**src/rtl/debounce_press_counter_pkg.sv**
```systemverilog
// Shared definitions for the press debouncer: state encoding, timer width
// and default parameter values, reusable by the display stage and benches.
package debounce_press_counter_pkg;

  localparam int unsigned DEF_STABLE_CYCLES = 4;
  localparam int unsigned DEF_CNT_WIDTH     = 8;
  localparam int unsigned TIMER_WIDTH       = 8;

  typedef enum logic [1:0] {
    IDLE     = 2'd0,
    DEBOUNCE = 2'd1,
    HELD     = 2'd2,
    RELEASE  = 2'd3
  } state_t;

endpackage

```
**src/rtl/debounce_press_counter_wrap_counter.sv**
```systemverilog
// Wrapping press counter with a sticky overflow flag.
// Ports:
//   clk, rst_n : clock and asynchronous active-low reset
//   inc        : count one accepted press this cycle
//   clear      : synchronous clear of count and overflow (beats inc)
//   count      : presses modulo 2^CNT_WIDTH
//   overflow   : set on the edge count wraps to zero, held until clear/reset
module wrap_counter #(
  parameter int unsigned CNT_WIDTH = 8
) (
  input  logic                 clk,
  input  logic                 rst_n,
  input  logic                 inc,
  input  logic                 clear,
  output logic [CNT_WIDTH-1:0] count,
  output logic                 overflow
);

  localparam logic [CNT_WIDTH-1:0] CNT_MAX = {CNT_WIDTH{1'b1}};

  // Increment / wrap / clear; clear has priority over a simultaneous inc.
  always_ff @(posedge clk or negedge rst_n) begin
    if (!rst_n) begin
      count    <= '0;
      overflow <= 1'b0;
    end else if (clear) begin
      count    <= '0;
      overflow <= 1'b0;
    end else if (inc) begin
      count <= count + CNT_WIDTH'(1);
      if (count == CNT_MAX) begin
        overflow <= 1'b1;
      end
    end
  end

endmodule

```
**src/rtl/debounce_press_counter.sv**
```systemverilog
// Press/release debouncer for an already-synchronized button level.
// Emits a one-cycle press_pulse per accepted press and counts presses.
// Ports:
//   clk, rst_n  : clock and asynchronous active-low reset
//   input_sync  : synchronized input level
//   clear       : synchronous clear of count and overflow
//   press_pulse : one-cycle strobe per accepted press
//   held        : high while a debounced press is active (HELD/RELEASE)
//   count       : accepted presses modulo 2^CNT_WIDTH
//   overflow    : sticky wrap flag
module debounce_press_counter
  import debounce_press_counter_pkg::*;
#(
  parameter int unsigned STABLE_CYCLES = DEF_STABLE_CYCLES,
  parameter int unsigned CNT_WIDTH     = DEF_CNT_WIDTH
) (
  input  logic                 clk,
  input  logic                 rst_n,
  input  logic                 input_sync,
  input  logic                 clear,
  output logic                 press_pulse,
  output logic                 held,
  output logic [CNT_WIDTH-1:0] count,
  output logic                 overflow
);

  localparam logic [TIMER_WIDTH-1:0] TIMER_LAST = TIMER_WIDTH'(STABLE_CYCLES - 1);

  state_t                 state;
  logic [TIMER_WIDTH-1:0] timer;
  logic                   timer_done_c;
  logic                   accept_c;

  assign timer_done_c = (timer == TIMER_LAST);
  // Press accepted on the STABLE_CYCLES-th consecutive high sample.
  assign accept_c     = (state == DEBOUNCE) && input_sync && timer_done_c;

  // Debounce FSM with timer; held tracks the state registered alongside it.
  always_ff @(posedge clk or negedge rst_n) begin
    if (!rst_n) begin
      state       <= IDLE;
      timer       <= '0;
      press_pulse <= 1'b0;
      held        <= 1'b0;
    end else begin
      press_pulse <= 1'b0;
      case (state)
        IDLE: begin
          if (input_sync) begin
            state <= DEBOUNCE;
            timer <= TIMER_WIDTH'(1);
          end
        end
        DEBOUNCE: begin
          if (!input_sync) begin
            state <= IDLE;
            timer <= '0;
          end else if (timer_done_c) begin
            state       <= HELD;
            timer       <= '0;
            press_pulse <= 1'b1;
            held        <= 1'b1;
          end else begin
            timer <= timer + TIMER_WIDTH'(1);
          end
        end
        HELD: begin
          if (!input_sync) begin
            state <= RELEASE;
            timer <= TIMER_WIDTH'(1);
          end
        end
        RELEASE: begin
          // A high sample here is a release glitch: back to HELD, no pulse.
          if (input_sync) begin
            state <= HELD;
            timer <= '0;
          end else if (timer_done_c) begin
            state <= IDLE;
            timer <= '0;
            held  <= 1'b0;
          end else begin
            timer <= timer + TIMER_WIDTH'(1);
          end
        end
        default: begin
          state <= IDLE;
          timer <= '0;
          held  <= 1'b0;
        end
      endcase
    end
  end

  wrap_counter #(
    .CNT_WIDTH (CNT_WIDTH)
  ) u_wrap_counter (
    .clk      (clk),
    .rst_n    (rst_n),
    .inc      (accept_c),
    .clear    (clear),
    .count    (count),
    .overflow (overflow)
  );

endmodule

```
**config.mk**
```make
export PLATFORM = sky130hd
export DESIGN_NAME = debounce_press_counter
export DESIGN_NICKNAME = d
export VERILOG_FILES = /design/src/rtl/debounce_press_counter_pkg.sv /design/src/rtl/debounce_press_counter_wrap_counter.sv /design/src/rtl/debounce_press_counter.sv
export SDC_FILE = /design/constraint.sdc
export NUM_CORES = 1
export LEC_CHECK = 0
export ABC_CLOCK_PERIOD_IN_PS = 2000
export CORE_MARGIN = 10
export CORE_UTILIZATION = 52
export CTS_CLUSTER_SIZE = 16
export DETAILED_ROUTE_END_ITERATION = 8
export MAX_ROUTING_LAYER = met4
export PLACE_DENSITY_LB_ADDON = 0.3
export SYNTH_ARGS = -nofsm -noshare
export SYNTH_HDL_FRONTEND = slang
export SYNTH_SLANG_ARGS = --single-unit
```
**constraint.sdc**
```tcl
create_clock -name clk -period 2 [get_ports clk]
set_input_delay 0.2 -clock clk [delete_from_list [all_inputs] [get_ports clk]]
set_output_delay 0.2 -clock clk [all_outputs]
set_load 0.01 [all_outputs]
```
# ---- Word-level counts from Yosys, hierarchy flattened
# Index checks and enable logic that the tools add are counted.
dict set report totals {
  regBits 21
  word_cells 57
}
dict set report op_classes {
  n_addsub 2
  eq_ne 13
  muxes 26
  reduce_logical 10
}
# operator count
set op_table {}
lappend op_table {{8-bit two-way mux} 7}
lappend op_table {{8-bit one-hot mux with 4 select lines} 1}
lappend op_table {{8-bit by 1-bit adder with 8-bit output (second input constant)} 2}
lappend op_table {{2-bit two-way mux} 6}
lappend op_table {{2-bit inequality test (second input constant)} 6}
lappend op_table {{1-bit two-way mux} 10}
lappend op_table {{8-bit by 2-bit == test with 1-bit output (second input constant)} 1}
lappend op_table {{8-bit == test (second input constant)} 1}
lappend op_table {{2-bit one-hot mux with 4 select lines} 1}
lappend op_table {{3-bit inequality test (second input constant)} 2}
lappend op_table {{2-bit nonzero test} 3}
lappend op_table {{5-bit AND reduction} 1}
lappend op_table {{2-bit == test (second input constant)} 2}
lappend op_table {{2-bit AND reduction} 2}
lappend op_table {{4-bit AND reduction} 1}
lappend op_table {{2-bit by 1-bit == test with 1-bit output (second input constant)} 1}
lappend op_table {{1-bit logical AND} 2}
lappend op_table {{2-bit zero test} 1}
lappend op_table {{1-bit one-hot mux with 2 select lines} 1}

# ---- Longest topological paths before layout
# Gate-level depths: netlist (run 1).
dict set report depth {
  word_depth 5
  ltp_mapped 6
  depth_no_buf 5
}

# ---- Cells and area by module
# A second synthesis (run 1) with hierarchy kept.
dict set report unflattened {
  hier_cells 105
  area_unflattened_um2 1082.3
}
# module n_inst cells_each area_per_inst_um2
set by_module_without_submodules {}
lappend by_module_without_submodules {debounce_press_counter 1 64 641.9}
lappend by_module_without_submodules {wrap_counter 1 41 440.4}

# ---- Worst setup path after synthesis (run 1)
# OpenSTA, ideal clock, no wires.
dict set report synth_timing {
  path_kind {register to register}
  start {register timer[0]}
  end {register u_wrap_counter.count[5]}
  t_arrival_ns 1.759
  setup_slack_ns 0.164
  stages_incl_launch_ff 6
  path_buffers 0
  period_less_slack_ns 1.836
  path_cell_list {dfrtp_1 ha_1 nor4b_4 nand3_4 or4_1 a21oi_1}
}
dict set report synth_between {
  elab_chain_cells 3
}
# item line
set synth_lines {}
lappend synth_lines {{start: declaration} debounce_press_counter.sv:30} ;# logic [TIMER_WIDTH-1:0] timer;
lappend synth_lines {{start signal: assignment} debounce_press_counter.sv:64} ;# timer <= timer + TIMER_WIDTH'(1);
lappend synth_lines {{start signal: assignment} debounce_press_counter.sv:83} ;# timer <= timer + TIMER_WIDTH'(1);
lappend synth_lines {{8-bit by 2-bit == test with 1-bit output} debounce_press_counter.sv:34} ;# assign timer_done_c = (timer == TIMER_LAST);
lappend synth_lines {{1-bit logical AND} debounce_press_counter.sv:36} ;# assign accept_c = (state == DEBOUNCE) && input_sync && timer_done_c;
lappend synth_lines {{2-bit nonzero test (no line)} --}
lappend synth_lines {{end signal: assignment} debounce_press_counter_wrap_counter.sv:30} ;# count <= count + CNT_WIDTH'(1);
lappend synth_lines {{end: declaration} debounce_press_counter_wrap_counter.sv:15} ;# output logic [CNT_WIDTH-1:0] count,
# No other way between the ends.
# A chain may end at the register's enable or synchronous reset.

# ---- Worst setup path in the final report (run 1)
# Same ends and word-level chain as after synthesis.

==> flow_summary_export.csv, run 1 <==
group,metric,value,unit
setup_path,cp-end-kind,"flop",
detailed_routing,firstDrtPassIters,4,
logic_synthesis,synth_nets,112,
placed_design,dp.cells,154,
clocking,clock_path_buffers,2,
floorplan,ioPinCount,15,
floorplan,die_w,65.6,µm
detailed_routing,routed-via-count,903,
logic_synthesis,synth_commonest_cells,"dfrtp_1, a21oi_1, nor2_1, nand2_1",
timing,clock_skew,0.00482,ns
logic_synthesis,synth_area,1080,µm²
detailed_routing,drt_iter0_markers,41,
floorplan,start_util,55.2,%
detailed_routing,routed_wl,2390,µm
clocking,cts_buffers,3,
clocking,clock_latency,0.31,ns
setup_path,cp.buffers_inverters,0,
placed_design,portBuffers,14,
finish,area_delta_synth_final,25.6,%
global_routing,grt_pass1_vias,852,
pwr,clockPowerShare,17.2,%
timing,finalHoldViolCount,0,
detailed_routing,antenna_left,0,
setup_path,path_class,"flop to flop",
global_routing,grt_max_degree,22,
finish,utilization,69.4,%
floorplan,coreArea,1960,µm²
timing,post-route-min-period,1.86,ns
clocking,htree_levels,1,
pwr,total_power,1.18,mW
finish,nNetsFinal,140,
logic_synthesis,avgSynthCellArea,10.2,µm²
pwr,p_leak,0.590,nW
logic_synthesis,synth_cells,106,
setup_path,cp_max_fo,7,
setup_path,slowest_delay,0.52,ns
pwr,switching_power,0.413,mW
timing,period_share,93.0,%
floorplan,rows,16,
logic_synthesis,synth-seq-cells,21,
setup_path,setup.worst_path.start_class,"flop",
logic_synthesis,postSynth.asyncResetShare,100,%
timing,rsz0062_at_grt,"no",
setup_path,worstPathRequired,2.23,ns
pwr,pwr-share-seq,44.7,%
finish,layout.cells.non_filler,160,
global_routing,grt_pass1_wl,3840,µm
timing,slew_viol_final,0,
pwr,power_frac_comb,38.1,%
min_path,hold_path_class,"input port to asynchronous set/reset pin",
pwr,switching_share,34.9,%
logic_synthesis,synth_xor_area_share,4.04,%
timing,max_freq,538,MHz
logic_synthesis,yosys.area_share.adder,2.31,%
logic_synthesis,synth_top_family_by_area,"simple AND/OR/NAND/NOR gates",
clocking,clock_sinks,21,
timing,tightest_slew,0.408,ns
finish,diodes,0,
finish,fillers,168,
logic_synthesis,synth-compound-area-share,17.4,%
global_routing,antenna_found_initial,0,
logic_synthesis,synthMuxAreaShare,2.89,%
global_routing,grt_overflow,0,
detailed_routing,wl_per_cell,14.9,µm
setup_path,arrival,2.09,ns
clocking,cts.clk_slew.worst_paths,0.11,ns
setup_path,cp_slowest_cell,"or4_1",
logic_synthesis,seq_area_frac_synth,48.5,%
timing,setup_violations,0,
setup_path,path_delay_family,"simple AND/OR/NAND/NOR gates",
floorplan,die_area,4310,µm²
timing,tns,0,ns
logic_synthesis,ys_types,29,
pwr,powerDensity,870,nW/µm²
run_status,status,"finished, final reports clean",
logic_synthesis,yosysMostFrequentCell,"dfrtp_1",
logic_synthesis,synth_edf_count,0,
logic_synthesis,yosysTopAreaCell,"dfrtp_1",
logic_synthesis,synth_ff_type,"dfrtp_1",
logic_synthesis,ys_top_cells_by_area,"dfrtp_1, a21oi_1, nor4b_4, xor2_1, nor2_1",
detailed_routing,drc,0,
clocking,cts_root_buffer,"clkbuf_4",
placed_design,dpl.hpwl,1780,µm
setup_path,path_cells,"ha_2 -> nor4b_4 -> nand3_4 -> or4_1 -> a21oi_1",
clocking,cts_tree,"yes",
global_routing,grt_use_total,11.6,%
detailed_routing,via_per_inst,5.64,
logic_synthesis,synth_top_area_share,48.5,%
timing,slew_headroom,72.7,%
logic_synthesis,ys_warn_count,0,
floorplan,fp.dieH,65.6,µm
logic_synthesis,synth_simple_gate_area_share,22.7,%
pwr,ir_drop,0.000535,V
job,maxCapViolCount,0,
finish,drive_gt1_share,15.0,%
placed_design,gp_congestion,0.826,
pwr,p_int,0.771,mW
==> sequential cells by signal (all words and copies together) (netlist names), named ones only <==
signal and cells:
u_wrap_counter.count 8, state 1, press_pulse 1, timer 8, held 1, u_wrap_counter.overflow 1
==> cell type report <==
class | count | area [µm²] | share of cell area [%]
Sequential cell | 21 | 526 | 38.6
Timing Repair Buffer | 25 | 223 | 16.4
Multi-Input combinational cell | 79 | 538 | 39.5
Clock buffer | 4 | 26.3 | 1.93
Tap cell | 27 | 33.8 | 2.48
Inverter | 4 | 15.0 | 1.10
==> timing repair <==
item	CTS	global route
setup buffers	2	0
resized for setup	0	1
hold buffers	0	0
endpoints found under the setup margin	1	1
==> logic make-up (layout without fill, tap and decap cells) <==
logic type | after synthesis | after routing
simple gates | 39 | 39
compound gates | 30 | 30
mux | 3 | 3
fa+ha+maj | 2 | 2
flops | 21 | 21
buf+inv | 6 | 33
xor+xnor | 5 | 5
==> per-stage QoR <==
step / worst slack (ns) / area [µm²] / hold WS, ns
final: 0.141 / 1360 / 0.219
after detailed placement: 0.0266 / 1320 / 0.533
after CTS: 0.116 / 1360 / 0.222
after floorplan: 0.164 / 1080 / -0.0956
after global placement: 0.112 / 1320 / 0.507
after global routing: 0.00845 / 1360 / 0.229
==> power groups by stage <==
stage,clock [mW],sequential (mW),combinational [mW]
2_1_floorplan,0,0.527,0.283
3_3_place_gp,0,0.533,0.418
3_5_place_dp,0,0.536,0.432
4_1_cts,0.214,0.528,0.448
5_1_grt,0.222,0.539,0.504
6_report,0.203,0.530,0.451
==> layout by cell type, fill, tap and decap left out <==
cell type,synthesis,final
a31oi_1,3,3
clkbuf_4,0,3
or3_1,1,1
clkdlybuf4s50_1,0,14
buf_4,0,11
xor2_1,4,4
nand4_1,4,4
ha_1,2,1
or4_1,4,4
and3_1,2,2
mux2i_1,2,2
a21o_1,2,2
nand2_1,7,7
inv_1,4,4
nor2b_1,2,2
clkbuf_1,1,1
nor4b_4,2,2
o31ai_1,3,3
nand3_1,6,6
a21oi_1,10,10
o21ai_0,6,6
a22o_1,3,3
o22a_1,1,1
a22o_2,1,1
nor2_1,9,9
nor3_1,1,1
dfrtp_1,21,21
xnor2_1,1,1
ha_2,0,1
nand3_4,1,1
mux2_2,1,1
a211oi_1,1,1
==> per-layer routing <==
metal	up-vias	wire length, µm	global-route usage, %
met4	0	44	5.61
met1	420	1070	13.5
met2	26	1140	18.0
met5	-	0	-
li1	452	-	-
met3	5	137	3.22
==> path summary, 6_finish.rpt <==
path	endpoint	slack (ns)	cells after the start	startpoint
worst max-delay path	u_wrap_counter.count[5]	0.14	5	timer[0]
worst min-delay path	held	0.22	2	rst_n
worst max register to register	u_wrap_counter.count[5]	0.14	5	timer[0]
worst min register to register	held	0.55	2	held
max in group asynchronous	timer[5]	1.56	2	rst_n
min in group clk	held	0.55	2	held
Power figures use the tool's default switching activity.
==> run 2, diff against run 1 <==
Settings changed: CTS_CLUSTER_DIAMETER from default to 80, CTS_CLUSTER_SIZE 16 to 8, RECOVER_POWER from default to 50.
==> flow_summary_export.csv, run 2 (synthesized netlist as in run 1, its figures left out) <==
group,metric,value,unit
run_status,status,"finished, final reports clean",
floorplan,coreArea,1960,µm²
floorplan,die_area,4310,µm²
detailed_routing,wl_per_cell,14.8,µm
floorplan,fp.dieH,65.6,µm
timing,max_freq,538,MHz
setup_path,cp-end-kind,"flop",
timing,finalHoldViolCount,0,
finish,reg.largest.list,"timer: 8 flops, u_wrap_counter.count: 8 flops",
timing,post-route-min-period,1.86,ns
setup_path,setup.worst_path.start_class,"flop",
global_routing,grt_pass1_wl,3840,µm
setup_path,slowest_delay,0.52,ns
pwr,ir_drop,0.000533,V
detailed_routing,firstDrtPassIters,4,
global_routing,grt_pass1_vias,852,
clocking,cts_tree,"yes",
detailed_routing,antenna_left,0,
finish,regArea,526,µm²
floorplan,die_w,65.6,µm
finish,drive_gt1_share,14.3,%
setup_path,cp_max_fo,7,
setup_path,cp_slowest_cell,"or4_1",
clocking,htree_levels,1,
detailed_routing,drc,0,
pwr,powerDensity,869,nW/µm²
clocking,cts_buffers,3,
clocking,clock_latency,0.31,ns
placed_design,portBuffers,14,
timing,clock_skew,0.00482,ns
placed_design,place_worst_setup_slack,0.0266,ns
timing,tightest_slew,1.13,ns
finish,multiInputGateArea,538,µm²
timing,tns,0,ns
job,maxCapViolCount,0,
floorplan,rows,16,
min_path,hold_path_class,"flop to flop",
finish,fillers,170,
finish,diodes,0,
placed_design,gp_congestion,0.826,
floorplan,start_util,55.2,%
global_routing,grt_overflow,0,
finish,final_cell_mix,"dfrtp_1, a21oi_1, buf_4",
timing,slew_viol_final,0,
setup_path,worstPathRequired,2.23,ns
timing,slew_headroom,24.9,%
clocking,cts.clk_slew.worst_paths,0.11,ns
setup_path,cp.buffers_inverters,0,
floorplan,ioPinCount,15,
finish,nNetsFinal,140,
pwr,total_power,1.18,mW
timing,rsz0062_at_grt,"no",
finish,layout_commonest_cell,"dfrtp_1",
timing,period_share,92.9,%
clocking,clock_sinks,21,
setup_path,path_cells,"ha_2 -> nor4b_4 -> nand3_4 -> or4_1 -> a21oi_1",
global_routing,grt_use_total,11.6,%
pwr,p_leak,0.594,nW
clocking,cts_root_buffer,"clkbuf_4",
timing,layout_setup_ws,0.142,ns
detailed_routing,drt_iter0_markers,39,
detailed_routing,via_per_inst,5.67,
detailed_routing,routed-via-count,907,
setup_path,path_class,"flop to flop",
setup_path,path_delay_family,"simple AND/OR/NAND/NOR gates",
setup_path,arrival,2.09,ns
clocking,holdBufCountCts,0,
detailed_routing,routed_wl,2360,µm
finish,area_delta_synth_final,25.3,%
global_routing,antenna_found_initial,0,
timing,setup_violations,0,
global_routing,grt_max_degree,22,
placed_design,dpl.hpwl,1780,µm
clocking,clock_path_buffers,2,
## run 2: cell count changes in the layout (fill, tap and decap cells not counted)
cell / delta
buf_4: -1
clkbuf_1: +1
clkdlybuf4s50_1: -5
dlygate4sd3_1: +5
## run 2: layout make-up
type	count	share of cell area, %
multi-input combinational	79	39.6
sequential	21	38.7
timing repair buffer	25	16.1
tap	27	2.49
clock buffer	4	1.94
inverter	4	1.11
## run 2: what timing repair did
| item | CTS | global route |
|---|---|---|
| gates resized for setup | 0 | 1 |
| setup endpoints to repair | 1 | 1 |
| pin swaps | 0 | 0 |
| setup buffers | 2 | 0 |
## run 2: worst paths after layout
| kind | startpoint | end | slack, ns | cells after the start |
|---|---|---|---|---|
| min in group asynchronous | rst_n | held | 0.61 | 2 |
| max in group asynchronous | rst_n | timer[4] | 0.72 | 2 |
| worst min-delay path | held | held | 0.54 | 2 |
| worst max register to register | timer[0] | u_wrap_counter.count[5] | 0.14 | 5 |
| worst max-delay path | timer[0] | u_wrap_counter.count[5] | 0.14 | 5 |
| worst min register to register | held | held | 0.54 | 2 |
## run 2: power by group
part / leakage [nW] / switching (mW) / internal (mW)
combinational: 0.299 / 0.229 / 0.219
clock: 0.0150 / 0.125 / 0.0780
sequential: 0.280 / 0.0577 / 0.471
## run 2: metrics by stage
stage                     area, µm²  hold WS, ns  instances  util, %
final                          1360        0.541        160     69.2
after global routing           1360        0.573        160     69.2
after CTS                      1360        0.222        160     69.3
after detailed placement       1320        0.533        154     67.2
after global placement         1320        0.507        154     67.2
after floorplan                1080      -0.0956        106        -
## run 2: worst reg2reg max path: cells and delay by family (launching register included)
kind,cells,cell delay [ns]
AOI/OAI and AO/OA,1,0.17
and+or+nand+nor,3,0.96
DFF,1,0.42
adders and majority gates,1,0.22
## run 2: routing by layer
metal | share of wire, % | vias to the layer above | track usage, %
met5 | 0 | - | -
met4 | 1.9 | 0 | 5.61
met3 | 5.4 | 5 | 3.22
met2 | 48 | 22 | 18.0
met1 | 44 | 426 | 13.5
li1 | - | 454 | -
==> run 3, diff against run 2 <==
Settings changed: MAX_ROUTING_LAYER met4 to default.
==> flow_summary_export.csv, run 3 (synthesized netlist as in run 1, its figures left out) <==
group,metric,value,unit
run_status,status,"finished, final reports clean",
timing,slew_viol_final,0,
detailed_routing,via_per_inst,5.68,
setup_path,rr_worst_depth,5,
finish,reg.largest.list,"timer: 8 flops, u_wrap_counter.count: 8 flops",
global_routing,grt_pass1_wl,3840,µm
pwr,clockPowerShare,17.2,%
setup_path,cp.buffers_inverters,0,
global_routing,grt_pass1_vias,852,
detailed_routing,drc,0,
detailed_routing,routed_wl,2370,µm
setup_path,r2r_slack,0.14,ns
clocking,cts_root_buffer,"clkbuf_4",
timing,setup_violations,0,
floorplan,fp.dieH,65.6,µm
finish,fillers,170,
min_path,holdPathEnd,"held",
floorplan,start_util,55.2,%
setup_path,timing.rr.start,"timer[0]",
finish,nNetsFinal,140,
min_path,min_from,"held",
setup_path,cp_slowest_cell,"or4_1",
placed_design,place_worst_setup_slack,0.0266,ns
timing,clock_skew,0.00489,ns
global_routing,grt_overflow,0,
clocking,cts_tree,"yes",
global_routing,grt_max_degree,22,
timing,rsz0062_at_grt,"no",
finish,drive_gt1_share,14.3,%
setup_path,path_delay_family,"simple AND/OR/NAND/NOR gates",
floorplan,die_w,65.6,µm
pwr,p_int,0.768,mW
global_routing,antenna_found_initial,0,
global_routing,grt_use_total,11.3,%
timing,period_share,92.9,%
pwr,power_frac_comb,38.0,%
detailed_routing,drt_iter0_markers,39,
setup_path,path_class,"flop to flop",
finish,layout_commonest_cell,"dfrtp_1",
pwr,p_leak,0.594,nW
min_path,hold_path_class,"flop to flop",
detailed_routing,antenna_left,0,
setup_path,setup.worst_path.start_class,"flop",
detailed_routing,routed-via-count,908,
timing,tns,0,ns
clocking,cts_buffers,3,
clocking,clock_latency,0.31,ns
setup_path,arrival,2.09,ns
clocking,clock_sinks,21,
pwr,ir_drop,0.000533,V
finish,area_delta_synth_final,25.3,%
timing,finalHoldViolCount,0,
setup_path,slowest_delay,0.52,ns
setup_path,cp-end-kind,"flop",
timing,max_freq,538,MHz
placed_design,portBuffers,14,
floorplan,ioPinCount,15,
clocking,cts.clk_slew.worst_paths,0.11,ns
pwr,powerDensity,869,nW/µm²
setup_path,worstReg2RegEnd,"u_wrap_counter.count[5]",
timing,layout_setup_ws,0.142,ns
placed_design,dpl.hpwl,1780,µm
clocking,htree_levels,1,
floorplan,rows,16,
clocking,clock_path_buffers,2,
floorplan,die_area,4310,µm²
pwr,total_power,1.18,mW
detailed_routing,firstDrtPassIters,4,
setup_path,cp_max_fo,7,
min_path,holdPathStages,2,
placed_design,gp_congestion,0.814,
finish,final_cell_mix,"dfrtp_1, a21oi_1, buf_4",
pwr,switching_share,34.9,%
finish,diodes,0,
setup_path,path_cells,"ha_2 -> nor4b_4 -> nand3_4 -> or4_1 -> a21oi_1",
floorplan,coreArea,1960,µm²
detailed_routing,wl_per_cell,14.8,µm
timing,slew_headroom,25.1,%
pwr,switching_power,0.411,mW
timing,post-route-min-period,1.86,ns
job,maxCapViolCount,0,
pwr,pwr-share-seq,44.8,%
setup_path,worstPathRequired,2.23,ns
timing,tightest_slew,1.12,ns
run 3: cell counts in the layout (fill, tap and decap cells not counted):
Identical to the previous run, type by type.
run 3: per-layer routing:
| metal | part of all wire [%] | global-route usage (%) | wire, µm | vias to the layer above |
|---|---|---|---|---|
| li1 | - | - | - | 454 |
| met1 | 44 | 13.3 | 1040 | 427 |
| met2 | 48 | 18.0 | 1140 | 22 |
| met3 | 6.0 | 3.56 | 141 | 5 |
| met4 | 1.9 | 5.61 | 44 | 0 |
| met5 | 0 | 0 | 0 | - |
run 3: metrics by stage:
step / util (%) / hold slack (ns) / area, µm² / instances
after detailed placement: 67.2 / 0.533 / 1320 / 154
after CTS: 69.3 / 0.222 / 1360 / 160
after floorplan: - / -0.0956 / 1080 / 106
final: 69.2 / 0.541 / 1360 / 160
after global placement: 67.2 / 0.507 / 1320 / 154
after global routing: 69.2 / 0.573 / 1360 / 160
run 3: tightest hold or removal path, delay by kind of cell, from the launching register on:
family	cells	cell delay (ns)
flip-flops	1	0.37
AO/OA/AOI/OAI	2	0.13
run 3: worst max-delay path by stage:
stage	from	to	slack, ns	cells after the start
after detailed placement	timer[0]	u_wrap_counter.count[5]	0.03	5
after CTS	timer[0]	u_wrap_counter.count[5]	0.12	5
after floorplan	timer[0]	u_wrap_counter.count[5]	0.16	5
after global routing	timer[0]	u_wrap_counter.count[5]	0.008	5
after global placement	timer[0]	u_wrap_counter.count[7]	0.11	5
final	timer[0]	u_wrap_counter.count[5]	0.14	5
run 3: final cells by class:
type                    count  area [µm²]  share of cell area (%)
inverters                   4        15.0                    1.11
repair buffers             25         219                    16.1
well taps                  27        33.8                    2.49
flip-flops and latches     21         526                    38.7
clock buffers               4        26.3                    1.94
multi-input cells          79         538                    39.6
run 3: power groups by stage:
stage	clock (mW)	sequential (mW)	combinational, mW
2_1_floorplan	0	0.527	0.283
3_3_place_gp	0	0.533	0.418
3_5_place_dp	0	0.536	0.432
4_1_cts	0.214	0.528	0.448
5_1_grt	0.222	0.538	0.501
6_report	0.203	0.529	0.448
run 3: what timing repair did:
action,CTS,global route
setup endpoints to repair,1,1
hold buffers,0,0
resized for setup,0,1
buffers inserted,2,0
